## src/rtl/io_program_loader.sv

```systemverilog
// UART-fed image loader: assembles LE 32-bit words and writes them to DDR via the cache IO port.
// Latency: word write issued the cycle after its 4th byte; io_we drops the cycle after io_data_valid.
// Backpressure: rx_ready low outside LEN/DATA/CSUM, so bytes wait during WRITE. Option: IO_LOADER_CHECKSUM_EN.
module io_program_loader #(
  parameter logic [31:0] BASE_ADDR = 32'h0000_0000,
  parameter logic [31:0] MAX_WORDS = 32'h0100_0000
) (
  input  logic        clk,
  input  logic        rstn,
  input  logic [7:0]  rx_data,
  input  logic        rx_valid,
  output logic        rx_ready,
  input  logic        io_init_complete,
  output logic [31:0] io_addr,
  output logic [31:0] io_din,
  output logic        io_we,
  input  logic        io_data_valid,
  output logic        busy,
  output logic        done,
  output logic        err
);

`ifdef IO_LOADER_CHECKSUM_EN
  typedef enum logic [2:0] {
    S_WAIT_INIT, S_LEN, S_DATA, S_WRITE, S_CSUM, S_DONE
  } state_t;
`else
  typedef enum logic [2:0] {
    S_WAIT_INIT, S_LEN, S_DATA, S_WRITE, S_DONE
  } state_t;
`endif

  state_t      state_q, state_d;
  logic [1:0]  cnt_q, cnt_d;
  logic [31:0] word_q, word_d;
  logic [31:0] n_q, n_d;
  logic [31:0] idx_q, idx_d;
  logic        rx_ready_q, rx_ready_d;
  logic [31:0] io_addr_q, io_addr_d;
  logic [31:0] io_din_q, io_din_d;
  logic        io_we_q, io_we_d;
  logic        busy_q, busy_d;
  logic        done_q, done_d;
  logic        err_q, err_d;
`ifdef IO_LOADER_CHECKSUM_EN
  logic [31:0] csum_q, csum_d;
`endif

  logic        byte_fire;
  logic [31:0] word_nxt;
  logic [31:0] idx_inc;
  state_t      after_last;

  assign byte_fire = rx_valid && rx_ready_q;
  // Shift in from the top so the first (least significant) byte lands in [7:0] after four bytes.
  assign word_nxt  = {rx_data, word_q[31:8]};
  assign idx_inc   = idx_q + 32'd1;
`ifdef IO_LOADER_CHECKSUM_EN
  assign after_last = S_CSUM;
`else
  assign after_last = S_DONE;
`endif

  always_comb begin
    state_d    = state_q;
    cnt_d      = cnt_q;
    word_d     = word_q;
    n_d        = n_q;
    idx_d      = idx_q;
    io_addr_d  = io_addr_q;
    io_din_d   = io_din_q;
    io_we_d    = io_we_q;
    busy_d     = busy_q;
    done_d     = done_q;
    err_d      = err_q;
`ifdef IO_LOADER_CHECKSUM_EN
    csum_d     = csum_q;
`endif

    case (state_q)
      S_WAIT_INIT: begin
        if (io_init_complete) begin
          state_d = S_LEN;
          busy_d  = 1'b1;
        end
      end
      S_LEN: begin
        if (byte_fire) begin
          word_d = word_nxt;
          cnt_d  = cnt_q + 2'd1;
          if (cnt_q == 2'd3) begin
            n_d   = word_nxt;
            idx_d = 32'd0;
            if (word_nxt == 32'd0) begin
              state_d = after_last;
            end else if (word_nxt > MAX_WORDS) begin
              state_d = S_DONE;
              err_d   = 1'b1;
            end else begin
              state_d = S_DATA;
            end
          end
        end
      end
      S_DATA: begin
        if (byte_fire) begin
          word_d = word_nxt;
          cnt_d  = cnt_q + 2'd1;
          if (cnt_q == 2'd3) begin
            state_d   = S_WRITE;
            io_we_d   = 1'b1;
            io_addr_d = BASE_ADDR + {idx_q[29:0], 2'b00};
            io_din_d  = word_nxt;
          end
        end
      end
      S_WRITE: begin
        if (io_data_valid) begin
          io_we_d = 1'b0;
          idx_d   = idx_inc;
`ifdef IO_LOADER_CHECKSUM_EN
          csum_d  = csum_q ^ io_din_q;
`endif
          state_d = (idx_inc < n_q) ? S_DATA : after_last;
        end
      end
`ifdef IO_LOADER_CHECKSUM_EN
      S_CSUM: begin
        if (byte_fire) begin
          word_d = word_nxt;
          cnt_d  = cnt_q + 2'd1;
          if (cnt_q == 2'd3) begin
            state_d = S_DONE;
            if (word_nxt != csum_q) err_d = 1'b1;
          end
        end
      end
`endif
      S_DONE: begin
      end
      default: state_d = S_WAIT_INIT;
    endcase

    // Outputs are registered from the next state, so they line up with the state they describe.
    rx_ready_d = (state_d == S_LEN) || (state_d == S_DATA)
`ifdef IO_LOADER_CHECKSUM_EN
                 || (state_d == S_CSUM)
`endif
                 ;
    if (state_d == S_DONE) begin
      busy_d = 1'b0;
      done_d = 1'b1;
    end
  end

  always_ff @(posedge clk or negedge rstn) begin
    if (!rstn) begin
      state_q    <= S_WAIT_INIT;
      cnt_q      <= 2'd0;
      word_q     <= 32'd0;
      n_q        <= 32'd0;
      idx_q      <= 32'd0;
      rx_ready_q <= 1'b0;
      io_addr_q  <= 32'd0;
      io_din_q   <= 32'd0;
      io_we_q    <= 1'b0;
      busy_q     <= 1'b0;
      done_q     <= 1'b0;
      err_q      <= 1'b0;
`ifdef IO_LOADER_CHECKSUM_EN
      csum_q     <= 32'd0;
`endif
    end else begin
      state_q    <= state_d;
      cnt_q      <= cnt_d;
      word_q     <= word_d;
      n_q        <= n_d;
      idx_q      <= idx_d;
      rx_ready_q <= rx_ready_d;
      io_addr_q  <= io_addr_d;
      io_din_q   <= io_din_d;
      io_we_q    <= io_we_d;
      busy_q     <= busy_d;
      done_q     <= done_d;
      err_q      <= err_d;
`ifdef IO_LOADER_CHECKSUM_EN
      csum_q     <= csum_d;
`endif
    end
  end

  assign rx_ready = rx_ready_q;
  assign io_addr  = io_addr_q;
  assign io_din   = io_din_q;
  assign io_we    = io_we_q;
  assign busy     = busy_q;
  assign done     = done_q;
  assign err      = err_q;

endmodule
```

## config.mk

```make
export PLATFORM = sky130hd
export DESIGN_NAME = io_program_loader
export DESIGN_NICKNAME = d
export VERILOG_FILES = /design/src/rtl/io_program_loader.sv
export SDC_FILE = /design/constraint.sdc
export NUM_CORES = 1
export LEC_CHECK = 0
export ABC_AREA = 1
export CORE_MARGIN = 4
export CORE_UTILIZATION = 51
export CTS_CLUSTER_SIZE = 14
export DETAILED_ROUTE_END_ITERATION = 10
export PLACE_DENSITY = 0.76
export SLEW_MARGIN = 20
export SYNTH_ARGS = -nofsm -noshare
export SYNTH_HDL_FRONTEND = slang
export SYNTH_SLANG_ARGS = --single-unit
```

## constraint.sdc

```tcl
create_clock -name clk -period 2.4 [get_ports clk]
set_input_delay 0.48 -clock clk [delete_from_list [all_inputs] [get_ports clk]]
set_output_delay 0.48 -clock clk [all_outputs]
set_load 0.02 [all_outputs]
```

==> impl_metrics.yaml <==
status:
  status: "finished, violations left"
  violations: "hold timing, setup timing"
global_routing:
  grt_usage_pct: 22.7
  grt_pass1_vias: 6573
  grt_pass1_wl_um: 31800
  grt_max_degree: 64
  overflow: 0
  antenna_found_initial: 0
yosys:
  synthArstFlopShare_pct: 100
  yosysSeqAreaShare_pct: 51.3
  synth_area_sq_um: 7800
  synth_ff_type: "dfrtp_1"
  synth-edff-count: 0
  synth_area_leader_cell: "dfrtp_1"
  synth.most_common_cell: "nand2_1"
  yosysWarnings: 0
  synth.distinct_cells: 36
  avgSynthCellArea_sq_um: 8.28
  synth.area.top_cells: "dfrtp_1, nand2_1, o21ai_0"
  synth_seq_cells: 160
  syn-instance-count: 942
  synth_commonest_cells: "nand2_1, dfrtp_1, inv_1"
  synth_top_area_share_pct: 51.3
clocking:
  clk_pin_slew_ns: 0.06
  root_buffer: "clkbuf_16"
  cts-buffers-inserted: 17
  cts_tree: "yes"
  cts_hold_buf: 0
  clk_path_buf_depth: 2
  h-tree-depth: 4
  clk-insertion-delay-late_ns: 0.43
  clock_sinks: 160
power_and_ir_drop:
  p_total_uw: 12600
  switchingPower_uw: 4800
  power_frac_seq_pct: 34.8
  p_per_area_nw_per_um2: 1210
  irDropWorstVdd_mv: 0.671
  p_int_uw: 7790
  swShare_pct: 38.1
  combinationalPowerShare_pct: 44.1
  p_leak_uw: 0.00508
  p_clk_share_pct: 21.1
drt:
  dr.pass1.iters: 6
  vias: 6857
  wire_per_inst_um: 15.0
  ant_nets: 0
  routed_via_density: 5.21
  route.detailed.drc: 0
  wirelength_um: 19700
  drt_iter0_drc: 478
worst_setup_path:
  rr_startpoint: "idx_q[1]"
  critPathArrivalTime_ns: 3.04
  crit_path_max_fanout: 4
  cp.required_ns: 2.70
  reg2reg_slack_ns: -0.33
  reg2reg_to: "rx_ready"
  crit_path_end_kind: "register"
  worst-setup-path-type: "register to register"
  worstRegToRegCells: 20
  critPathLaunchType: "register"
timing:
  max-slew-margin-rel_pct: 62.5
  fin_crit_sh_pct: 114
  setup_viol: 5
  fin_skew_ns: 0.00682
  slew_violations: 0
  fmax_mhz: 366
  rsz0062_at_grt: "true"
  tightest_slew_ns: 0.563
  period_needed_ns: 2.73
  finalHoldViolCount: 1
  whs_ns: -0.00403
  timing.final.ws_setup_ns: -0.334
final_layout:
  fin_nets: 1166
  diodes: 0
  utilization_pct: 70.4
  nFillCells: 1136
  layout-drive-gt1-share_pct: 18.6
  fin_cells: 1316
  syn2layout_area_growth_pct: 33.1
floorplanning:
  boundaryPins: 82
  die_area_sq_um: 17300
  core-area_sq_um: 14800
  fp.dieH_um: 132
  start_util_pct: 52.9
  row_count: 44
  die_w_um: 132
placement:
  gp_congestion: 0.904
  pre_cts_slack_ns: -0.300
  dp.cells: 1271
  numPortBuffers: 79
  dp_hpwl_um: 14000
min_path:
  hp-class: "primary input to async pin"
job:
  maxCapViolCount: 0
per-stage QoR:
| step | hold WS [ns] | instance area, sq um | TNS [ns] |
|---|---|---|---|
| final | -0.00403 | 10400 | -1.38 |
| after global routing | 0.0380 | 10400 | -2.17 |
| after CTS | 0.0280 | 10200 | -0.898 |
| after detailed placement | 0.471 | 9490 | -1.29 |
| after global placement | 0.465 | 9490 | -0.666 |
| after floorplan | 0.184 | 7810 | -0.198 |
sequential cells by signal, summed over array words and instances, names as in the netlist:
name	cells
rx_ready	1
idx_q	32
io_we	1
io_din	32
state_q	3
word_q	24
err	1
busy	1
io_addr	30
done	1
cnt_q	2
n_q	32
power groups by stage:
stage | Clock [uW] | Combinational (uW) | Sequential, uW
after detailed placement | 0 | 5130 | 4390
after global routing | 2800 | 6180 | 4500
after floorplan | 0 | 2460 | 4750
after CTS | 2690 | 5320 | 4360
after global placement | 0 | 4980 | 4370
final | 2650 | 5560 | 4380
per-layer routing:
metal	GRT usage, %	vias up	routed length, um
met5	0	-	0
met3	4.51	38	922
met2	37.8	207	9760
met1	29.6	3280	8560
met4	8.17	0	446
li1	-	3332	-
cells in the final DEF (no fill, tap or decap), types with 3 or more instances in the layout:
cell type / n
a21oi_1: 11
ha_1: 27
nor4_2: 3
clkbuf_16: 17
o22ai_2: 3
nand2_1: 254
clkinv_2: 3
buf_4: 107
xor2_1: 9
nand4_1: 8
nor3_1: 12
inv_6: 4
clkdlybuf4s50_1: 78
inv_2: 9
nor3_2: 5
o22ai_1: 15
buf_12: 5
o21ai_0: 135
a21oi_2: 5
ha_4: 5
xor2_2: 5
nand2_2: 10
nor2_4: 7
nor2_2: 4
nor2_1: 41
inv_1: 139
dfrtp_1: 160
nand3_1: 19
worst max-delay path: stages, from the launching register on:
cell,delay [ns]
dfrtp_1,0.41
ha_4,0.17
nand2_4,0.05
nor2_4,0.09
nand2_2,0.08
nor3_2,0.15
inv_1,0.11
nor2_4,0.14
nand2_2,0.10
xor2_2,0.18
inv_1,0.07
ha_2,0.32
nand2_2,0.06
inv_1,0.05
nand4_1,0.14
nor2_1,0.16
nand2_1,0.09
nand3_1,0.09
nand2_1,0.06
nand2_1,0.06
nand2_1,0.05
layout make-up:
cell class	instances	area, sq um	share of cell area (%)
Clock buffer	19	443	4.26
Timing Repair Buffer	191	1700	16.3
Tap cell	184	230	2.22
Sequential cell	160	4000	38.5
Multi-Input combinational cell	602	3330	32.0
Inverter	148	556	5.35
Clock inverter	12	134	1.29
how the worst max path moves through the flow:
stage / startpoint / endpoint / cells after the start
6_report: idx_q[1] / rx_ready / 20
5_1_grt: idx_q[1] / rx_ready / 20
4_1_cts: idx_q[0] / busy / 20
3_5_place_dp: idx_q[1] / busy / 19
3_3_place_gp: idx_q[0] / busy / 20
2_1_floorplan: idx_q[0] / rx_ready / 20
logic make-up (layout without fill, tap and decap cells):
logic type,count (synthesis),in the layout,synth area share (%)
and+or+nand+nor,372,372,20.1
DFF,160,160,51.3
AOI/OAI and AO/OA,177,177,12.0
buffers and inverters,181,370,9.15
adders and majority gates,33,33,5.29
xor gates and xnor gates,16,16,1.80
other,1,2,0.0481
muxes,2,2,0.289
what timing repair did:
action                                  CTS  global route
buffers inserted                         10             4
endpoints found under the setup margin    5             5
pin swaps                                 9            16
resized for setup                        11            35
Power figures use the tool's default switching activity.
